<file path="config.mk">
export PLATFORM = sky130hd
export DESIGN_NAME = pc_branch_unit
export DESIGN_NICKNAME = d
export VERILOG_FILES = /design/src/rtl/pc_branch_unit.sv
export SDC_FILE = /design/constraint.sdc
export NUM_CORES = 1
export LEC_CHECK = 0
export ABC_AREA = 1
export CORE_UTILIZATION = 35
export DETAILED_ROUTE_END_ITERATION = 12
export HOLD_SLACK_MARGIN = 0.06
export MAX_ROUTING_LAYER = met4
export PLACE_DENSITY = 0.64
export SLEW_MARGIN = 10
export SYNTH_ARGS = -nofsm -noshare
export SYNTH_HDL_FRONTEND = slang
export SYNTH_SLANG_ARGS = --single-unit
</file>
<file path="constraint.sdc">
create_clock -name clock -period 3.33 [get_ports clock]
set_clock_uncertainty 0.05 [all_clocks]
set_input_delay 0.4995 -clock clock [delete_from_list [all_inputs] [get_ports clock]]
set_output_delay 0.4995 -clock clock [all_outputs]
set_load 0.03 [all_outputs]
</file>
<file path="src/rtl/pc_branch_unit.sv">
// Purpose : program counter with sequential/branch/jump/return redirect and a circular return-address stack.
// Latency : one cycle from inputs to pc; taken and ret_underflow are registered alongside pc.
// Backpress: stall holds every piece of state; taken and ret_underflow drop to 0 while stalled.
//
// Ports:
//   clock, reset            - rising-edge clock, asynchronous active-high reset
//   stall                   - hold all state this cycle
//   branch_control_signal   - 00 seq, 01 jump branch_address, 10 conditional, 11 jump read_1
//   funct, alu_flags        - condition select and {C,N,Z} flags for mode 10
//   branch_address, read_1  - absolute and register redirect targets
//   call, ret               - push return address on a taken redirect / pop and redirect
//   pc, taken               - current PC, one-cycle pulse after a redirect
//   ras_empty, ras_overflow - stack occupancy zero (comb), sticky overwrite of a live entry
//   ret_underflow           - one-cycle pulse after a ret on an empty stack
module pc_branch_unit #(
  parameter int unsigned             ADDR_W    = 32,
  parameter int unsigned             RAS_DEPTH = 4,
  parameter logic [ADDR_W-1:0]       RESET_PC  = '0,
  parameter logic [ADDR_W-1:0]       PC_STEP   = ADDR_W'(4)
) (
  input  logic              clock,
  input  logic              reset,
  input  logic              stall,
  input  logic [1:0]        branch_control_signal,
  input  logic [2:0]        funct,
  input  logic [2:0]        alu_flags,
  input  logic [ADDR_W-1:0] branch_address,
  input  logic [ADDR_W-1:0] read_1,
  input  logic              call,
  input  logic              ret,
  output logic [ADDR_W-1:0] pc,
  output logic              taken,
  output logic              ras_empty,
  output logic              ras_overflow,
  output logic              ret_underflow
);

  localparam int unsigned    PTR_W = (RAS_DEPTH > 1) ? $clog2(RAS_DEPTH) : 1;
  localparam logic [PTR_W:0] FULL  = (PTR_W+1)'(RAS_DEPTH);

  logic [ADDR_W-1:0] r_pc;
  logic              r_taken;
  logic              r_ras_overflow;
  logic              r_ret_underflow;
  // r_ptr is the next write slot; the top of stack lives at r_ptr - 1.
  logic [PTR_W-1:0]  r_ptr;
  logic [PTR_W:0]    r_count;
  logic [ADDR_W-1:0] r_stack [RAS_DEPTH];

  logic [ADDR_W-1:0] w_seq_pc;
  logic [ADDR_W-1:0] w_br_target;
  logic [ADDR_W-1:0] w_top;
  logic [ADDR_W-1:0] w_next_pc;
  logic [PTR_W-1:0]  w_top_ptr;
  logic              w_zf, w_nf, w_cf;
  logic              w_cond;
  logic              w_br_taken;
  logic              w_pop;
  logic              w_underflow;
  logic              w_push;
  logic              w_full;

  assign w_zf = alu_flags[0];
  assign w_nf = alu_flags[1];
  assign w_cf = alu_flags[2];

  assign w_seq_pc  = r_pc + PC_STEP;
  assign w_top_ptr = r_ptr - PTR_W'(1);
  assign w_top     = r_stack[w_top_ptr];
  assign w_full    = (r_count == FULL);

  always_comb begin
    w_cond = 1'b0;
    case (funct)
      3'b000:  w_cond = w_zf;
      3'b001:  w_cond = ~w_zf;
      3'b010:  w_cond = w_nf;
      3'b011:  w_cond = ~w_nf;
      3'b100:  w_cond = w_cf;
      3'b101:  w_cond = ~w_cf;
      3'b110:  w_cond = w_nf | w_zf;
      default: w_cond = 1'b1;
    endcase
  end

  assign w_br_taken  = (branch_control_signal == 2'b01) ||
                       (branch_control_signal == 2'b11) ||
                       ((branch_control_signal == 2'b10) && w_cond);
  assign w_br_target = (branch_control_signal == 2'b11) ? read_1 : branch_address;

  // ret outranks any branch; a ret on an empty stack degrades to sequential.
  assign w_pop       = ret && (r_count != '0);
  assign w_underflow = ret && (r_count == '0);
  assign w_push      = !ret && call && w_br_taken;

  always_comb begin
    w_next_pc = w_seq_pc;
    if (ret) begin
      if (w_pop) w_next_pc = w_top;
    end else if (w_br_taken) begin
      w_next_pc = w_br_target;
    end
  end

  always_ff @(posedge clock or posedge reset) begin
    if (reset) begin
      r_pc            <= RESET_PC;
      r_taken         <= 1'b0;
      r_ret_underflow <= 1'b0;
      r_ras_overflow  <= 1'b0;
      r_ptr           <= '0;
      r_count         <= '0;
    end else if (stall) begin
      r_taken         <= 1'b0;
      r_ret_underflow <= 1'b0;
    end else begin
      r_pc            <= w_next_pc;
      r_taken         <= w_pop || (!ret && w_br_taken);
      r_ret_underflow <= w_underflow;
      if (w_push) begin
        r_ptr <= r_ptr + PTR_W'(1);
        // A push into a full stack overwrites the oldest entry (the slot at r_ptr).
        if (w_full) r_ras_overflow <= 1'b1;
        else        r_count        <= r_count + (PTR_W+1)'(1);
      end else if (w_pop) begin
        r_ptr   <= w_top_ptr;
        r_count <= r_count - (PTR_W+1)'(1);
      end
    end
  end

  // Entries are not reset: a zero count makes stale contents unreachable.
  always_ff @(posedge clock) begin
    if (!reset && !stall && w_push) r_stack[r_ptr] <= w_seq_pc;
  end

  assign pc            = r_pc;
  assign taken         = r_taken;
  assign ras_empty     = (r_count == '0);
  assign ras_overflow  = r_ras_overflow;
  assign ret_underflow = r_ret_underflow;

endmodule

</file>
---- Yosys cells after proc, flatten, opt, wreduce, memory -nomap -nowiden ----
Memories as Yosys holds them, arrays and structs flattened.
Index checks and enable logic that the tools add are counted.
operators by class
  equality and inequality tests ........... 11
  reduce and logical (&&, ||, !) cells .... 21
  bitwise logic cells ..................... 5
  add/subtract/negate cells ............... 5
  multiplexer cells ....................... 14
operators with widths
  kind                   count
  $mux 32                4
  $add 32x3->32 const B  1
  $eq 3x3->1 const B     4
  $mux 3                 3
  $logic_and 1x1->1      8
  $pmux 1 s7             1
  $eq 3x2->1 const B     2
  $logic_not 3->1        2
  $reduce_and 3->1       2
  $eq 2x2->1 const B     2
  $mux 1                 4
  $mux 2                 2
  $not 1->1              4
  $add 3x1->3 const B    1
  $eq 3x1->1 const B     1
  $logic_not 1->1        3
  $logic_or 1x1->1       3
  $reduce_bool 3->1      1
  $sub 3x1->3 const B    1
  $add 2x1->2 const B    1
  $eq 2x1->1 const B     1
  $ne 2x2->1 const B     1
  $reduce_and 2->1       1
  $reduce_bool 2->1      1
  other kinds (2)        2
word-level totals
  RAM bits ................................ 128
  bits of input ports ..................... 77
  logic and storage cells ................. 63
  memories kept ........................... 1
  register bits after elaboration ......... 40
memory list
  memory   depth  bits a word  rd ports  clocked after memory_dff  write ports  line  source
  r_stack  4      32           1         0                         1            48    logic [ADDR_W-1:0] r_stack [RAS_DEPTH];

---- Depth between registers and ports, before layout ----
  depth after elaboration ................. 8
  gate-level depth with buffers ........... 14
  mapped depth without buffers ............ 14

---- Worst setup path after synthesis ----
No wires, ideal clock.
  kind .................................... input port to flip-flop
  from .................................... in reset
  to ...................................... mem r_stack[0][0] (enable)
  arrival time ............................ 3053 ps
  library setup time ...................... 421 ps
  path buffers ............................ 0
  required time ........................... 2859 ps
  path slack .............................. -194 ps
  stages on the path ...................... 3
  path through ............................ inv_1 nand3_1 nor2_1
on the way
  cells in the longest elaborated chain, start to end .. 5
ends and longest elaborated chain
  item                            line  source
  start: declaration              22    input logic reset,
  $logic_not 1->1                 134   if (!reset && !stall && w_push) r_stack[r_ptr] <= w_seq_pc;
  $logic_and 1x1->1 (2 in a row)  134
  $mux 1                          134
  $mux 1 (not written as such)    134
  end: declaration                48
No other way between the ends.

---- Final worst setup path ----
  from .................................... in funct[0]
  to ...................................... mem r_stack[0][14] (enable)
on the way
  cells in the longest elaborated chain, start to end .. 8
ends and longest elaborated chain
  item                                line  source
  start: declaration                  25    input logic [2:0] funct,
  $eq 3x3->1 (tied with other cells)  74    case (funct)
  $pmux 1 s7 (*)                      74
  $logic_and 1x1->1 (*)               88    ((branch_control_signal == 2'b10) && w_cond);
  $logic_or 1x1->1 (*)                87    (branch_control_signal == 2'b11) ||
  $logic_and 1x1->1 (*)               94    assign w_push = !ret && call && w_br_taken;
  $logic_and 1x1->1 (*)               134
  $mux 1 (*)                          134
  $mux 1 (not written as such) (*)    134
Mark *: on every way between the ends. The rest lies on a longest branch, timed or not.

==> results.txt <==
- Status: complete, no violations
* Synthesized area: 8310 sq um
- Inserted Clock Buffers: 17
* Crit path max-delay cell type: sky130_fd_sc_hd__clkdlybuf4s50_1
* RD Place Congestion: 0.897
* Switching portion of total power: 40.7%
- In the final routed layout, each cell accounts on average for 17.6 microns.
- Summed over all cells, the static leakage comes to 3.91 nW.
- The first TritonRoute pass finished after 5 iterations.
- Number of standard-cell rows in the floorplan: 56
* GRT Total Usage: 19.7%
- Clock network fraction of total power: 22.1%
- The startpoint identified for the worst register-to-register timing path is r_ptr[1].
* Total global routing overflow: 0
- Input and output buffers added on the ports amount to 112.
- Number of fill cells in the layout: 2,257
- After clock tree synthesis, the clock-pin slew on the worst setup and hold paths is 0.06 ns.
- Synthesis Warnings: 0
- For this run, the top clock speed supported by timing is 409 MHz.
* Design internal power: 5.06 mW
- After clock tree synthesis, the setup repair step added 0 buffers.
- After the first detailed-routing iteration, the DRC count stood at 457.
- In this run the count of I/O pins placed on the die edge is 113.
- Top-area cell type share of the netlist area: 46.2%
- Die Area: 24,400 sq um
* Number of setup violations in the final report: 0
- Ranked by total cell area, the synthesized netlist is headed by sky130_fd_sc_hd__edfxtp_1 46%, sky130_fd_sc_hd__dfrtp_1 12%, sky130_fd_sc_hd__nand2_1 6.8%, sky130_fd_sc_hd__nor2_1 3.9%, sky130_fd_sc_hd__nand3_1 3.6%.
- Counting flops with an async set or reset pin after synthesis yields a share of 23.8%.
- Summed over all nets, the switching power comes to 3.47 mW.
- Min-Delay Endpoint: ras_overflow
- The H-tree was split into 4 levels.
- Storage element area: 4850 sq um
- The floorplan step set the die width to 156 microns.
* Max Cap Violations: 0
* Worst min path class: reg2reg
- In this run the tightest slew margin relative to its limit is 52.0%.
- Core footprint: 23,400 sq um
- After clock tree synthesis, the repair step resized 0 gates.
- The endpoint identified for the worst register-to-register timing path is pc[25].
* Worst-margin pin slew: 0.719 ns
* Area growth syn-to-layout: 25.1%
* Critical Path Max Stage Delay: 0.48 ns
- The HPWL after detailed placement is 14.6 mm.
- # diodes: 0
- The via count of the first global-routing pass is 6,238.
- The synthesized design spends more area on one cell type than any other, namely sky130_fd_sc_hd__edfxtp_1.
- Via-per-instance ratio: 5.08
- After detailed routing, the total wire length is 22.3 mm.
- Remaining number of nets flagged by the antenna check after routing: 0
- Synthesized netlist net count: 913
- Each instance of the synthesized netlist takes up on average 10.0 sq um.
- Counting cells, the worst reg-to-reg path comes to 10.
- For this run, the register share of the synthesized area comes to 58.3%.
- Worst hold path startpoint: ras_overflow
- Max Buffers Root-to-Sink: 2
- Leading cell types by count after synthesis: 151 x sky130_fd_sc_hd__nand2_1, 128 x sky130_fd_sc_hd__edfxtp_1, 86 x sky130_fd_sc_hd__nor2_1
- Number of cells on the worst hold path: 1
- Routed vias: 6,447
* Family with the most delay on the worst path: simple AND/OR/NAND/NOR gates
- For the worst-skew pair, the clock arrives at the later sink with an insertion delay of 0.43 ns.
* Part of the cycle the worst path needs: 73.4%
* Final Hold Viols: 0
* Most Frequent Cell on Critical Path: sky130_fd_sc_hd__nand3_1
- The critical path goes through clkdlybuf4s50_1, inv_1, or2_0, nand3_1, nand3_1, nand2_4, nand2_4, inv_1, nand3_1, nor2_2, buf_12.
- Subtracting the final worst setup slack from the clock period gives 2.45 ns.
* Post-Route Hold Slack: 0.445 ns
* Master cell of the clock root buffer: sky130_fd_sc_hd__clkbuf_16
- For this run, the share of the core covered by cells in the final layout is 44.4%.
- Initial antenna violation count: 0
- The first global-routing pass estimated 34.9 mm of wire.
- The synthesized design contains 168 register bits.
- Counting flops with a built-in enable in the synthesized netlist gives 128.
- Yosys instantiated no cell more often than sky130_fd_sc_hd__nand2_1.
* Die Span Y: 156 microns
* Unrepaired setup endpoints after global routing: no
- Initial core utilization: 35.5%
- VDD sags by at most 438 uV.
- # DRC: 0
* Number of sinks driven by the clock tree: 168
- The final count of pins violating max slew is 0.
- Nets: 1,021
* Hold bufs inserted after CTS: 0
* Share of total power in sequential cells: 36.8%
* Netlist cell types: 41
- Crit Path Class: in2reg
* Critical Path Sink Type: flip-flop
- STA classifies the critical path startpoint as an input pin.
- Ratio of cells with drive above 1 in the final layout: 11.7%
- Entering global routing, the biggest net connects 68 pins.
* Arrival time of data at the critical path endpoint: 2.51 ns
- Primary FF master, synth: sky130_fd_sc_hd__edfxtp_1
- Synthesis handed over a netlist of 830 instances.
- Power spread over the standard cell area amounts to 821 nW/um^2.
- CP max FO: 29
- TritonCTS built the clock tree.
- Setup slack on the worst reg-to-reg path comes out at 1.00 ns.
- The critical path contains buffers and inverters numbering 4 combined.
- Combined area of the multi-input logic cells: 3030 sq um
* WP data required: 3.39 ns
- The share of total power dissipated in combinational logic is 41.1%.
- Total stage count of the critical path: 11
-- metal layers --
| layer | wire (microns) | global-route usage (%) | vias to the layer above | share of wire (%) |
|---|---|---|---|---|
| li1 | - | - | 3088 | - |
| met1 | 9600 | 24.7 | 3100 | 43 |
| met2 | 10800 | 31.9 | 221 | 48 |
| met3 | 1430 | 3.28 | 38 | 6.4 |
| met4 | 503 | 7.61 | 0 | 2.3 |
| met5 | 0 | - | - | 0 |
-- per-stage QoR --
step | instances | setup WS, ns | power (mW) | setup TNS, ns | cell area (sq um)
6_report | 1270 | 0.885 | 8.54 | 0 | 10400
3_5_place_dp | 1238 | 0.458 | 6.69 | 0 | 9840
2_1_floorplan | 830 | -0.194 | 5.38 | -24.80 | 8310
5_1_grt | 1270 | 0.663 | 9.04 | 0 | 10400
4_1_cts | 1270 | 0.888 | 8.57 | 0 | 10400
3_3_place_gp | 1238 | 0.507 | 6.62 | 0 | 9840
-- layout by cell type, fill, tap and decap left out, types with 16 or more instances in the layout --
cell type and instances:
sky130_fd_sc_hd__clkdlybuf4s50_1 112, sky130_fd_sc_hd__nor2_1 82, sky130_fd_sc_hd__o21ai_0 52, sky130_fd_sc_hd__nand3_1 60, sky130_fd_sc_hd__dfrtp_1 39, sky130_fd_sc_hd__clkbuf_16 17
sky130_fd_sc_hd__edfxtp_1 128, sky130_fd_sc_hd__inv_1 60, sky130_fd_sc_hd__a31oi_1 22, sky130_fd_sc_hd__o22ai_1 16, sky130_fd_sc_hd__nand2_1 151, sky130_fd_sc_hd__a21oi_1 52
sky130_fd_sc_hd__mux2_2 24
-- power groups by stage --
| stage | registers (mW) | logic, mW | clock network, mW |
|---|---|---|---|
| after floorplan | 3.38 | 2.00 | 0 |
| after global placement | 3.19 | 3.44 | 0 |
| after detailed placement | 3.19 | 3.50 | 0 |
| after CTS | 3.15 | 3.52 | 1.91 |
| after global routing | 3.19 | 3.86 | 2.00 |
| final | 3.14 | 3.51 | 1.89 |
-- registers in the layout, indices dropped and copies added, names as in the netlist --
register / count
ret_underflow: 1
r_stack: 128
ras_overflow: 1
r_ptr: 2
pc: 32
r_count: 3
taken: 1
-- worst max-delay path by stage --
stage	startpoint	endpoint
after CTS	funct[0]	r_stack[0][14]
after global routing	funct[0]	r_stack[0][14]
after global placement	funct[0]	r_stack[0][21]
after detailed placement	funct[0]	r_stack[0][18]
final	funct[0]	r_stack[0][14]
after floorplan	reset	r_stack[0][0]
-- area by class of cell --
cell class | instances | area share (%)
tap | 319 | 3.84
clock inverter | 12 | 1.24
inverter | 67 | 2.42
sequential | 168 | 46.6
timing repair buffer | 130 | 12.6
multi-input combinational | 554 | 29.2
clock buffer | 20 | 4.20
-- kinds of logic after synthesis --
kind of cell | count (synthesis) | synth area share, %
XOR/XNOR | 27 | 3.12
AND/OR/NAND/NOR | 338 | 18.1
multiplexers | 26 | 3.49
adder cells (fa/ha/maj) | 6 | 0.903
AO/OA/AOI/OAI | 157 | 10.7
flip-flops | 168 | 58.3
buffers and inverters | 108 | 5.34
(Power assumes the default switching activity.)
